**src/rtl/decode_thread_arbiter.sv**
```systemverilog
// Round-robin arbiter sharing one decode unit between hardware-thread fetch requesters.
// Optional macro DECODE_ARB_BURST_EN lets a requester keep priority for up to maxBurst grants.
// Per-requester vectors are MSB-first: requester 0 owns the MSB bit and MSB slice.
module decode_thread_arbiter #(
  parameter int unsigned numRequesters           = 4,
  parameter int unsigned reqIdxWidth             = 2,
  parameter int unsigned addressWidth            = 64,
  parameter int unsigned instructionWidth        = 32,
  parameter int unsigned PidSize                 = 20,
  parameter int unsigned TidSize                 = 16,
  parameter int unsigned instructionCounterWidth = 64,
  parameter int unsigned maxBurst                = 4
) (
  input  logic                                          clock_i,
  input  logic                                          reset_i,
  input  logic                                          stall_i,
  input  logic [numRequesters-1:0]                      flushMask_i,
  input  logic [numRequesters-1:0]                      reqValid_i,
  input  logic [numRequesters*instructionWidth-1:0]     reqInstruction_i,
  input  logic [numRequesters*addressWidth-1:0]         reqAddress_i,
  input  logic [numRequesters-1:0]                      reqIs64Bit_i,
  input  logic [numRequesters*PidSize-1:0]              reqPid_i,
  input  logic [numRequesters*TidSize-1:0]              reqTid_i,
  output logic [numRequesters-1:0]                      reqAck_o,
  output logic                                          enable_o,
  output logic [instructionWidth-1:0]                   instruction_o,
  output logic [addressWidth-1:0]                       instructionAddress_o,
  output logic                                          is64Bit_o,
  output logic [PidSize-1:0]                            instructionPid_o,
  output logic [TidSize-1:0]                            instructionTid_o,
  output logic [instructionCounterWidth-1:0]            instructionMajId_o,
  output logic [reqIdxWidth-1:0]                        reqIdx_o
);

  localparam int unsigned N     = numRequesters;
  localparam int unsigned SLOTS = 1 << reqIdxWidth;
  localparam int unsigned IW    = instructionWidth;
  localparam int unsigned AW    = addressWidth;
  localparam int unsigned PW    = PidSize;
  localparam int unsigned TW    = TidSize;
  localparam int unsigned CW    = instructionCounterWidth;

  // Illegal configurations leave an unused marker signal that lint reports.
  if (N < 2 || N > 8 || SLOTS < N || maxBurst < 1) begin : g_bad_cfg
    logic cfg_unsupported;
  end

  logic [SLOTS-1:0]       valid_c, flush_c, elig_c;
  logic                   grant_c;
  logic [reqIdxWidth-1:0] grant_idx_c, cand_c, next_ptr_c;
  logic                   flush_held_c;

  logic [IW-1:0] sel_instr_c;
  logic [AW-1:0] sel_addr_c;
  logic          sel_is64_c;
  logic [PW-1:0] sel_pid_c;
  logic [TW-1:0] sel_tid_c;

  logic                   enable_q, enable_d;
  logic [IW-1:0]          instr_q, instr_d;
  logic [AW-1:0]          addr_q, addr_d;
  logic                   is64_q, is64_d;
  logic [PW-1:0]          pid_q, pid_d;
  logic [TW-1:0]          tid_q, tid_d;
  logic [CW-1:0]          maj_id_q, maj_id_d;
  logic [CW-1:0]          maj_cnt_q, maj_cnt_d;
  logic [reqIdxWidth-1:0] idx_q, idx_d;
  logic [reqIdxWidth-1:0] rr_ptr_q, rr_ptr_d;

`ifdef DECODE_ARB_BURST_EN
  localparam int unsigned BW = $clog2(maxBurst + 1);
  logic [BW-1:0] burst_q, burst_d, burst_new_c;
`endif

  // Re-index the MSB-first request vectors so slot n is requester n.
  always_comb begin
    valid_c = '0;
    flush_c = '0;
    for (int n = 0; n < int'(N); n++) begin
      valid_c[n] = reqValid_i[int'(N) - 1 - n];
      flush_c[n] = flushMask_i[int'(N) - 1 - n];
    end
    elig_c = valid_c & ~flush_c;
  end

  // Search from the priority pointer, wrapping modulo the requester count.
  always_comb begin
    grant_c     = 1'b0;
    grant_idx_c = '0;
    cand_c      = '0;
    for (int unsigned i = 0; i < N; i++) begin
      cand_c = reqIdxWidth'((32'(rr_ptr_q) + i) % N);
      if (!grant_c && elig_c[cand_c]) begin
        grant_c     = 1'b1;
        grant_idx_c = cand_c;
      end
    end
    if (!reset_i || stall_i) begin
      grant_c = 1'b0;
    end
  end

  always_comb begin
    reqAck_o    = '0;
    sel_instr_c = '0;
    sel_addr_c  = '0;
    sel_is64_c  = 1'b0;
    sel_pid_c   = '0;
    sel_tid_c   = '0;
    for (int n = 0; n < int'(N); n++) begin
      reqAck_o[int'(N) - 1 - n] = grant_c && (grant_idx_c == reqIdxWidth'(n));
      if (grant_idx_c == reqIdxWidth'(n)) begin
        sel_instr_c = reqInstruction_i[(int'(N) - 1 - n) * int'(IW) +: IW];
        sel_addr_c  = reqAddress_i[(int'(N) - 1 - n) * int'(AW) +: AW];
        sel_is64_c  = reqIs64Bit_i[int'(N) - 1 - n];
        sel_pid_c   = reqPid_i[(int'(N) - 1 - n) * int'(PW) +: PW];
        sel_tid_c   = reqTid_i[(int'(N) - 1 - n) * int'(TW) +: TW];
      end
    end
  end

  assign flush_held_c = flush_c[idx_q];
  assign next_ptr_c   = (grant_idx_c == reqIdxWidth'(N - 1)) ? '0
                                                             : grant_idx_c + reqIdxWidth'(1);

  // Next state: stall freezes everything except a flush of the held instruction.
  always_comb begin
    enable_d  = enable_q;
    instr_d   = instr_q;
    addr_d    = addr_q;
    is64_d    = is64_q;
    pid_d     = pid_q;
    tid_d     = tid_q;
    maj_id_d  = maj_id_q;
    maj_cnt_d = maj_cnt_q;
    idx_d     = idx_q;
    rr_ptr_d  = rr_ptr_q;
`ifdef DECODE_ARB_BURST_EN
    burst_d     = burst_q;
    burst_new_c = '0;
    if (flush_c[rr_ptr_q]) begin
      burst_d = '0;
    end
`endif
    if (stall_i) begin
      if (enable_q && flush_held_c) begin
        enable_d = 1'b0;
      end
    end else if (grant_c) begin
      enable_d  = 1'b1;
      instr_d   = sel_instr_c;
      addr_d    = sel_addr_c;
      is64_d    = sel_is64_c;
      pid_d     = sel_pid_c;
      tid_d     = sel_tid_c;
      idx_d     = grant_idx_c;
      maj_id_d  = maj_cnt_q;
      maj_cnt_d = maj_cnt_q + CW'(1);
`ifdef DECODE_ARB_BURST_EN
      burst_new_c = (grant_idx_c == rr_ptr_q) ? burst_q + BW'(1) : BW'(1);
      if (burst_new_c < BW'(maxBurst)) begin
        rr_ptr_d = grant_idx_c;
        burst_d  = burst_new_c;
      end else begin
        rr_ptr_d = next_ptr_c;
        burst_d  = '0;
      end
`else
      rr_ptr_d = next_ptr_c;
`endif
    end else begin
      enable_d = 1'b0;
    end
  end

  always_ff @(posedge clock_i) begin
    if (!reset_i) begin
      enable_q  <= 1'b0;
      instr_q   <= '0;
      addr_q    <= '0;
      is64_q    <= 1'b0;
      pid_q     <= '0;
      tid_q     <= '0;
      maj_id_q  <= '0;
      maj_cnt_q <= '0;
      idx_q     <= '0;
      rr_ptr_q  <= '0;
`ifdef DECODE_ARB_BURST_EN
      burst_q   <= '0;
`endif
    end else begin
      enable_q  <= enable_d;
      instr_q   <= instr_d;
      addr_q    <= addr_d;
      is64_q    <= is64_d;
      pid_q     <= pid_d;
      tid_q     <= tid_d;
      maj_id_q  <= maj_id_d;
      maj_cnt_q <= maj_cnt_d;
      idx_q     <= idx_d;
      rr_ptr_q  <= rr_ptr_d;
`ifdef DECODE_ARB_BURST_EN
      burst_q   <= burst_d;
`endif
    end
  end

  assign enable_o             = enable_q;
  assign instruction_o        = instr_q;
  assign instructionAddress_o = addr_q;
  assign is64Bit_o            = is64_q;
  assign instructionPid_o     = pid_q;
  assign instructionTid_o     = tid_q;
  assign instructionMajId_o   = maj_id_q;
  assign reqIdx_o             = idx_q;

endmodule

```
**config.mk**
```make
export PLATFORM = sky130hd
export DESIGN_NAME = decode_thread_arbiter
export DESIGN_NICKNAME = d
export VERILOG_FILES = /design/src/rtl/decode_thread_arbiter.sv
export SDC_FILE = /design/constraint.sdc
export NUM_CORES = 1
export LEC_CHECK = 0
export CORE_AREA = 2 2 291 293
export CTS_CLUSTER_SIZE = 8
export DETAILED_ROUTE_END_ITERATION = 12
export DIE_AREA = 0 0 293 295
export PLACE_DENSITY_LB_ADDON = 0.08
export SYNTH_ARGS = -nofsm -noshare
export SYNTH_HDL_FRONTEND = slang
export SYNTH_SLANG_ARGS = --single-unit
```
**constraint.sdc**
```tcl
create_clock -name clock_i -period 3.9 [get_ports clock_i]
set_clock_uncertainty 0.2 [all_clocks]
set_input_delay 0.78 -clock clock_i [delete_from_list [all_inputs] [get_ports clock_i]]
set_output_delay 0.78 -clock clock_i [all_outputs]
set_load 0.02 [all_outputs]
```
* Word-level counts from Yosys, hierarchy flattened
Cells that the tools add are included.
** Operators by class
- Reductions and logical operators :: 15
- $add $sub $neg :: 5
- Bitwise operators :: 3
- Equality and inequality tests :: 4
- Muxes and demuxes :: 43
- Order comparisons :: 5
** Operators by type and width (number)
- two-way mux 64 bit :: 4
- two-way mux 32 bit :: 4
- two-way mux 20 bit :: 4
- adder 64 x 1 -> 64 bit (second input constant) :: 1
- two-way mux 16 bit :: 4
- two-way mux 1 bit :: 17
- < comparator 2 x 3 -> 1 bit (second input constant) :: 5
- binary-select mux 1 bit (select 2 bit) :: 5
- two-way mux 2 bit :: 5
- logical AND 1 bit :: 8
- adder 2 x 1 -> 2 bit (second input constant) :: 2
- adder 2 bit (second input constant) :: 2
- AND 4 bit :: 1
- == test 2 bit (second input constant) :: 2
- zero test 1 bit :: 4
- NOT 4 bit :: 1
- == test 2 x 1 -> 1 bit (second input constant) :: 1
- zero test 2 bit :: 1
- != test 2 x 1 -> 1 bit (second input constant) :: 1
- AND reduction 2 bit :: 1
- logical OR 1 bit :: 1
- NOT 1 bit :: 1
** Word-level totals
- Output and inout port bits :: 204
- Bits in registers :: 266
- Input bits :: 543

* Logic depth before layout (Yosys ltp)
- Depth in word-level cells :: 19
- Mapped depth :: 15
- Gate-level depth less buffers :: 11

* Worst setup path after synthesis
No wires, ideal clock.
- Path kind :: input-to-output
- Start point :: input port reqValid_i[0]
- End point :: output port reqAck_o[2]
- Stages :: 10
- Buffers on the path :: 3
- Slack :: 0.059 ns
- Arrival time :: 2.861 ns
- Cells stage by stage :: nor2b_1 -> o22ai_1 -> and2_1 -> nor3_1 -> and2_1 -> ha_1 -> clkbuf_1 -> clkbuf_1 -> clkbuf_1 -> and2_1
** On the way
- Longest elaborated chain between the ends :: 15
** Ends and longest elaborated chain
- from (decl) :: line 18 : input logic [numRequesters-1:0] reqValid_i,
- AND 4 bit (*) :: line 83 : elig_c = valid_c & ~flush_c;
- binary-select mux 1 bit (select 2 bit) :: line 93 : if (!grant_c && elig_c[cand_c]) begin
- two-way mux 1 bit (not written as such) :: line 93
- two-way mux 1 bit :: line 93
- zero test 1 bit :: line 93
- logical AND 1 bit :: line 93
- two-way mux 1 bit :: line 93
- zero test 1 bit :: line 93
- logical AND 1 bit :: line 93
- two-way mux 1 bit :: line 93
- zero test 1 bit :: line 93
- logical AND 1 bit :: line 93
- two-way mux 2 bit (*) :: line 93
- net grant_idx_c[0] :: line 50 : logic [reqIdxWidth-1:0] grant_idx_c, cand_c, next_ptr_c;
- == test 2 x 1 -> 1 bit (*) :: line 111 : reqAck_o[int'(N) - 1 - n] = grant_c && (grant_idx_c == reqIdxWidth'(n));
- logical AND 1 bit (*) :: line 111
- to (decl) :: line 24 : output logic [numRequesters-1:0] reqAck_o,
Mark *: on every way through the listed nets, which the timed path passes. The rest lies on a longest branch. The select of a mux whose other input is x is not followed.

* Worst setup path after layout
- Start point :: input port reqValid_i[0]
- End point :: output port reqAck_o[0]
** On the way
- Longest elaborated chain between the ends :: 15
** Ends and longest elaborated chain (line)
- AND 4 bit (*) :: 83
- binary-select mux 1 bit (select 2 bit) :: 93
- two-way mux 1 bit (not written as such) :: 93
- two-way mux 1 bit :: 93
- zero test 1 bit :: 93
- logical AND 1 bit :: 93
- two-way mux 1 bit :: 93
- zero test 1 bit :: 93
- logical AND 1 bit :: 93
- two-way mux 1 bit :: 93
- zero test 1 bit :: 93
- logical AND 1 bit :: 93
- two-way mux 2 bit (*) :: 93
- net grant_idx_c[0] :: 50
- == test 2 bit (*) :: 111
- logical AND 1 bit (*) :: 111
Marks and branches as above.

==> results <==
layer usage:
metal	routed length (um)	vias up	GRT usage, %
met5	224	-	0
met4	1300	38	2.98
met3	7340	126	7.22
met2	42200	503	33.3
met1	36900	7768	24.1
li1	-	8041	-
critical path: cells and delay by family:
| kind | cells | cell delay [ns] |
|---|---|---|
| fa+ha+maj | 1 | 0.16 |
| simple gates | 5 | 1.00 |
| buf+inv | 4 | 0.88 |
final cells by class:
class	count	area [um2]
Inverter	12	45.0
Clock buffer	58	1210
Sequential cell	266	5330
Tap cell	1080	1350
Clock inverter	3	43.8
Timing Repair Buffer	866	8730
Multi-Input combinational cell	1323	7640
Antenna cell	4	10.0
Fill cell	8854	58800
worst paths after layout:
kind	from	end	slack, ns	depth (start not counted)
setup reg to reg	rr_ptr_q[0]$_SDFFE_PN0P_	instructionTid_o[13]$_SDFFE_PN0P_	0.71	13
hold reg to reg	instructionMajId_o[28]$_SDFFE_PN0P_	instructionMajId_o[28]$_SDFFE_PN0P_	0.25	2
hold / removal	instructionMajId_o[28]$_SDFFE_PN0P_	instructionMajId_o[28]$_SDFFE_PN0P_	0.25	2
setup / recovery	reqValid_i[0]	reqAck_o[0]	0.09	10
through the flow:
step,setup TNS (ns),setup WS (ns),hold slack (ns),power [W]
after global routing,-0.00160,-0.00160,0.262,0.0100
after floorplan,0,0.0590,0.226,0.00428
after CTS,0,0.0481,0.256,0.00970
final,0,0.0906,0.251,0.00952
after global placement,-24.87,-0.351,0.245,0.00602
after detailed placement,-27.37,-0.347,0.247,0.00602
cell usage after synthesis (all sizes together) (2+ instances only):
master / n / area [um2]
dfxtp: 266 / 5330
nand3: 220 / 1110
a21oi: 174 / 871
o21ai: 161 / 806
clkbuf: 158 / 593
nand2: 147 / 552
nor3: 140 / 701
nor2b: 137 / 857
a221oi: 132 / 1160
nor2: 33 / 124
nand4: 32 / 200
or3: 22 / 139
or4: 20 / 150
buf: 18 / 92.6
o31ai: 17 / 128
xor2: 13 / 114
inv: 11 / 41.3
xnor2: 10 / 87.6
and2: 9 / 57.6
and4: 8 / 71.3
and3: 7 / 45.1
nor4: 7 / 50.1
nand2b: 6 / 37.5
ha: 5 / 62.6
o41ai: 4 / 35.0
mux2i: 3 / 30.0
o211ai: 2 / 15.0
o22ai: 2 / 12.5
or4b: 2 / 20.0
flip-flops by register name, summed over array words and instances (netlist names):
| signal | cells |
|---|---|
| reqIdx_o | 2 |
| rr_ptr_q | 2 |
| instructionTid_o | 16 |
| maj_cnt_q | 64 |
| instruction_o | 32 |
| enable_o | 1 |
| instructionPid_o | 20 |
| instructionMajId_o | 64 |
| instructionAddress_o | 64 |
| is64Bit_o | 1 |
logic make-up after synthesis:
kind of cell / count (synthesis)
flops: 266
fa+ha+maj: 5
xor+xnor: 23
buf+inv: 189
simple gates: 794
mux: 4
compound gates: 497
repair_timing:
item / in CTS / in global routing
pin swaps: 1 / 0
buffers inserted: 1 / 2
gates resized for setup: 2 / 5
endpoints found under the setup margin: 3 / 5
where the power goes:
group / leakage (nW) / switching, W / total [W] / internal, W
sequential: 2.16 / 0.0000980 / 0.00299 / 0.00289
clock: 0.618 / 0.00138 / 0.00357 / 0.00219
combinational: 5.78 / 0.00148 / 0.00296 / 0.00147
==> results_dict.tcl <==
set metrics [dict create \
    status "complete, no violations" \
    root_buffer "clkbuf_16" \
    hp-class "register to register" \
    firstDrtPassIters 5 \
    crit_top_cell "buf_4" \
    hold_violations 0 \
    synth_enable_flop_cells 0 \
    cts.sinks 266 \
    layout_common_cells "clkdlybuf4s50_1, dfxtp_1, nand3_1" \
    slowest_stage "clkdlybuf4s50_1" \
    synthToLayoutAreaGrowth_pct 79.0 \
    wire_per_inst_um 24.3 \
    cts_buffers 42 \
    crit_required_ns 2.92 \
    final_nets 3059 \
    die_w_um 293 \
    antenna_found_initial 42 \
    start_util_pct 16.4 \
    layout_commonest_cell "clkdlybuf4s50_1" \
    period_minus_slack_ns 3.81 \
    setup_viol 0 \
    design_area_um2 24400 \
    async_flop_share_pct 0 \
    htree_num_levels 2 \
    clk_pin_slew_ns 0.05 \
    ys_seq_area_share_pct 39.1 \
    cp_cell_sequence "clkdlybuf4s50_1 -> or2b_1 -> and3_1 -> nor3_2 -> buf_4 -> and2_2 -> buf_4 -> ha_4 -> and2_1 -> buf_12" \
    cts-hold-fix-buffers 0 \
    pin_count 747 \
    fin_cells 3612 \
    drc 0 \
    clock_latency_ns 0.55 \
    synth-adder-area-share_pct 0.460 \
    gp_congestion 0.894 \
    crit_type "input port to primary output" \
    cp.arrival_ns 2.83 \
    yosysUniqueCellTypes 50 \
    portBuffers 746 \
    placementRows 106 \
    synth-compound-area-share_pct 22.6 \
    syn_area_per_cell_um2 7.65 \
    netlist_instances 1778 \
    yosysWarnings 0 \
    ir_drop_v 0.000238 \
    fmax_ghz 0.263 \
    min_period_over_period_pct 97.7 \
    ys_ff_latch 266 \
    final_max_slew_viol_count 0 \
    gr-total-overflow 0 \
    slowest_delay_ns 0.48 \
    dieArea_um2 86400 \
    p_leak_nw 8.56 \
    hpwlAfterDp_um 70400 \
    post-route-util_pct 29.3 \
    wl_um 87900 \
    core_um2 83200 \
    cts_buffer_depth 3 \
    dr.first_iter.drc_count 676 \
    synth_xor_area_share_pct 1.48 \
    dp_cells 3544 \
    syn_area_um2 13600 \
    place_area_um2 23000 \
    max_slew_margin_pct 32.8 \
    routed_via_density 4.56 \
    grt_max_degree 151 \
    die_h_um 295 \
    tritoncts "yes" \
    synthFlopType "dfxtp_1" \
    synth_top_family_by_area "simple AND/OR/NAND/NOR gates" \
    cp_max_fo 3 \
    drive_gt1_share_pct 7.83 \
    first_global_vias 16693 \
    synth_mux_area_share_pct 0.386 \
    cp-end-kind "primary output" \
    worstMarginPinSlew_ns 1.01 \
    power_density_nw_per_um2 391 \
    vias 16476 \
    track_usage_pct 19.6 \
    grt_pass1_wl_um 123000 \
    ant_nets 0 \
    synth-simple-area-share_pct 30.5 \
    cap_violations 0 \
    critPathLaunchType "input port" \
    synth_fp_nets 2326 \
]
(Power assumes the default switching activity.)
==> patch 1 (same flow settings) <==
Build with the macro `DECODE_ARB_BURST_EN` defined.
--- a/src/rtl/decode_thread_arbiter.sv
+++ b/src/rtl/decode_thread_arbiter.sv
@@ -2,4 +2,6 @@
 // Optional macro DECODE_ARB_BURST_EN lets a requester keep priority for up to maxBurst grants.
 // Per-requester vectors are MSB-first: requester 0 owns the MSB bit and MSB slice.
+`define DECODE_ARB_BURST_EN
+
 module decode_thread_arbiter #(
   parameter int unsigned numRequesters           = 4,
Formal check against the unedited RTL: not equivalent (Yosys sat finds a counterexample within 4 cycles, from zero or initial values and one cycle with reset_i low).
==> patch 1 against the unedited design <==
Area after synthesis rose by 1.1%. Sequential cell count is 3 higher. Final area shrank 0.15%. Routed wire length decreased by 6.0%. Worst setup slack got worse by 0.0053 ns. Combinational power is 4% higher. Total power decreased by 0.24%. Die area stayed put. Non-clock buffer count shrank 11. First-iteration DRC count is 1.0% lower. Largest power group unchanged.
==> patch 1: results (changes against the unedited design) <==
metric	value	unit	change
syn nets	2332		+0.26%
met2 usage	0.3088		-0.02422
met2 WL	39840	um	-5.6%
status	completed		
final WL	82680	um	-6.0%
routability cong.	0.8942		about the same
HP Start	instructionMajId_o[7]		
Metal-1 WL	33120	um	-10%
gr usage total	0.1827		-0.01352
fraction of final layout cells sized beyond drive strength 1	0.07564		-0.002686
slowest stage delay, CP	0.28	ns	-0.20 ns
post-synthesis adder-cell area fraction	0.005456		+0.0008575
Post-DP HPWL	64600	um	-8.2%
GR Layer Usage met1	0.2090		-0.03177
Synth Area in XOR/XNOR	0.01591		+0.001106
Multi-input comb cells	1317		-0.45%
Final non-clock buffer share	0.3531		-0.005209
Synth Area in Compound Gates	0.2288		+0.003093
clock buffers	51		-12%
initial antenna violation count	24		-43%
Placement Cell Area	22990	um2	-0.17%
Final nets	3049		-0.33%
top post-synthesis cells by area	dfxtp_1 (39%), a221oi_1 (8.4%), nand3_1 (8.1%)		
Distinct cells, synth	49		-2.0%
Comb power	3.08	mW	+4%
Critical Path Start	reqValid_i[0]		
Vias/cell	4.529		-0.70%
Clock-cell share	0.04816		-0.003419
Fillers	8845		-0.10%
LEAKAGE	8.508	nW	-0.56%
Met3 Wirelength	7580	um	+3.3%
commonest cells in the netlist	dfxtp_1 (269), nand3_1 (222), a21oi_1 (171), o21ai_0 (158), clkbuf_1 (146)		
Sequential Power Share	0.320		+0.006
multiplexer share of the synthesized area	0.007638		+0.003776
non-clock inverter count	16		+4
clk sinks	269		+1.1%
first-pass GRT wire length	116700	um	-5.0%
Hold Crit Class	reg2reg		
Syn-to-layout area delta	76.72	%	
CP delay by family, top	buffers and inverters		
mapped cell area	13760	um2	+1.1%
multi-input combinational area share	0.3174		+0.003675
vias in the first global route	16768		+0.45%
Repair and plain buffers	855		-1.3%
sequential cell area share	0.2215		+0.002808
critical path's slowest cell	clkdlybuf4s15_1		
Antenna diodes	18		+14
R2R Path End	instructionAddress_o[17]		
DR iter-0 viols	669		-1.0%
Cell Count Post-Placement	3532		-0.34%
Finished Layout Cells	3610		-0.055%
reg2reg path depth	15		+2
Num CTS Buffers	41		-2.4%
Hold EP	instructionMajId_o[7]		
largest net degree at the start of global routing	145		-4.0%
Critical Path Fanout Max	4		+1
Sw Ratio	0.3207		+0.009293
Global Route met3 Usage	0.07382		+0.001579
Seq/Total Area, Yosys	0.3914		about the same
Max VDD drop	260.7	uV	+9.7%
patch 1: cell count changes after synthesis, moves of 6 or more:
| cell | delta |
|---|---|
| or3_1 | -13 |
| nand2_1 | -8 |
| buf_2 | +25 |
| clkbuf_1 | -12 |
| o31ai_1 | +9 |
| or4_1 | +6 |
| nand4_1 | -8 |
patch 1: metrics by stage:
step	hold WS (ns)	setup TNS, ns	setup WS, ns
global placement	0.2430	-68.88	-0.6372
global route	0.2652	0	0.02780
CTS	0.2581	0	0.03669
detailed placement	0.2490	-65.85	-0.6344
finish	0.2519	0	0.08535
floorplan	0.2311	0	0.01941
patch 1: what timing repair did:
item,CTS,global route
setup endpoints to repair,10,4
gates cloned,0,0
resized for setup,21,4
setup buffers,3,2
pin swaps,2,1
patch 1: cell families after synthesis:
kind of cell	after synthesis
simple gates	774
compound gates	504
flops	269
buf+inv	197
xor+xnor	25
mux	8
fa+ha+maj	6
==> patch 2 (same settings) <==
Made on the original files. Make the reset (`reset_i`) asynchronous in one clocked block.
--- a/src/rtl/decode_thread_arbiter.sv
+++ b/src/rtl/decode_thread_arbiter.sv
@@ -174,5 +174,5 @@
   end
 
-  always_ff @(posedge clock_i) begin
+  always_ff @(posedge clock_i or negedge reset_i) begin
     if (!reset_i) begin
       enable_q  <= 1'b0;
Behaviour: not the same (Yosys sat finds a counterexample within 4 cycles, from zero or initial values and one cycle with reset_i low; the reset may be asserted at any time).
==> patch 2 against the unedited design <==
Via count is 5.5% lower. Sequential cell count is the same. Critical path type unchanged. Routed wire length fell by 4.7%. Final area is 1.9% higher. Clock power is 1% lower. Area after synthesis is 4.3% higher. Total power is 31% higher. Highest routed layer unchanged. Worst setup slack improved by 0.0014 ns.
==> patch 2: results (changes against the unedited design) <==
metric	value	unit	change
final WL	83820	um	-4.7%
P per Cell Area	504.5	nW/um2	+29%
largest net degree at the start of global routing	169		+12%
Synth Area in XOR/XNOR	0.03889		+0.02408
CP delay by family, top	buffers and inverters		
Sw Ratio	0.3710		+0.05965
Vias/cell	4.434		-2.8%
Slew HR	0.4207		+0.09235
GR Layer Usage met1	0.2103		-0.03039
Comb power	5.38	mW	+82%
multiplexer share of the synthesized area	0.003086		-0.0007766
Global Route met3 Usage	0.05759		-0.01466
reg2reg path depth	14		+1
gr usage total	0.1843		-0.01185
clock share of power	0.281		-0.094
slowest stage delay, CP	0.43	ns	-0.05 ns
syn nets	2200		-5.4%
dpl ws	-0.7363	ns	-0.3893 ns
flop2flop setup slack	0.44	ns	-0.27 ns
Hold EP	instructionMajId_o[46]		
R2R Path End	instruction_o[1]		
LEAKAGE	9.994	nW	+17%
Distinct cells, synth	45		-10%
worst hold slack	0.2702	ns	+0.01955 ns
Fillers	8823		-0.35%
Final nets	2951		-3.5%
Seq/Total Area, Yosys	0.4691		+0.07767
fraction of final layout cells sized beyond drive strength 1	0.07482		-0.003498
routability cong.	0.8855		-0.91%
prevailing post-synth register cell	dfrtp_1		
first-pass GRT wire length	115400	um	-6.1%
Metal-1 WL	32420	um	-12%
met2 usage	0.3249		-0.008092
status	completed		
Met3 Wirelength	6362	um	-13%
Num CTS Buffers	41		-2.4%
Post-DP HPWL	66040	um	-6.2%
worst setup path end	reqAck_o[1]		
patch 2: cell count changes in the layout (fill, tap and decap cells not counted), sizes merged, moves of 17 or more:
cell | unedited run | this run
a21oi | 174 | 267
dfrtp | 0 | 266
dfxtp | 266 | 0
nand2 | 147 | 210
nand3 | 220 | 22
nor2 | 33 | 150
o21ai | 161 | 13
o31ai | 17 | 0
or3 | 22 | 3
or4 | 20 | 0
xnor2 | 10 | 38
patch 2: final cells by class:
cell class | instances | area, um2 | share of cell area
Clock inverter | 3 | 66.31 | 0.002672
Sequential cell | 266 | 6656 | 0.2682
Tap cell | 1080 | 1351 | 0.05445
Clock buffer | 56 | 1144 | 0.04608
Antenna cell | 11 | 27.53 | 0.001109
Multi-Input combinational cell | 1232 | 7022 | 0.2829
Timing Repair Buffer | 850 | 8507 | 0.3428
Inverter | 12 | 45.04 | 0.001815
patch 2: repair_timing:
item,in CTS,in global routing
hold endpoints to repair,1,0
setup buffers,3,2
hold buffers,1,0
resized for setup,12,6
endpoints found under the setup margin,5,4
pin swaps,1,1
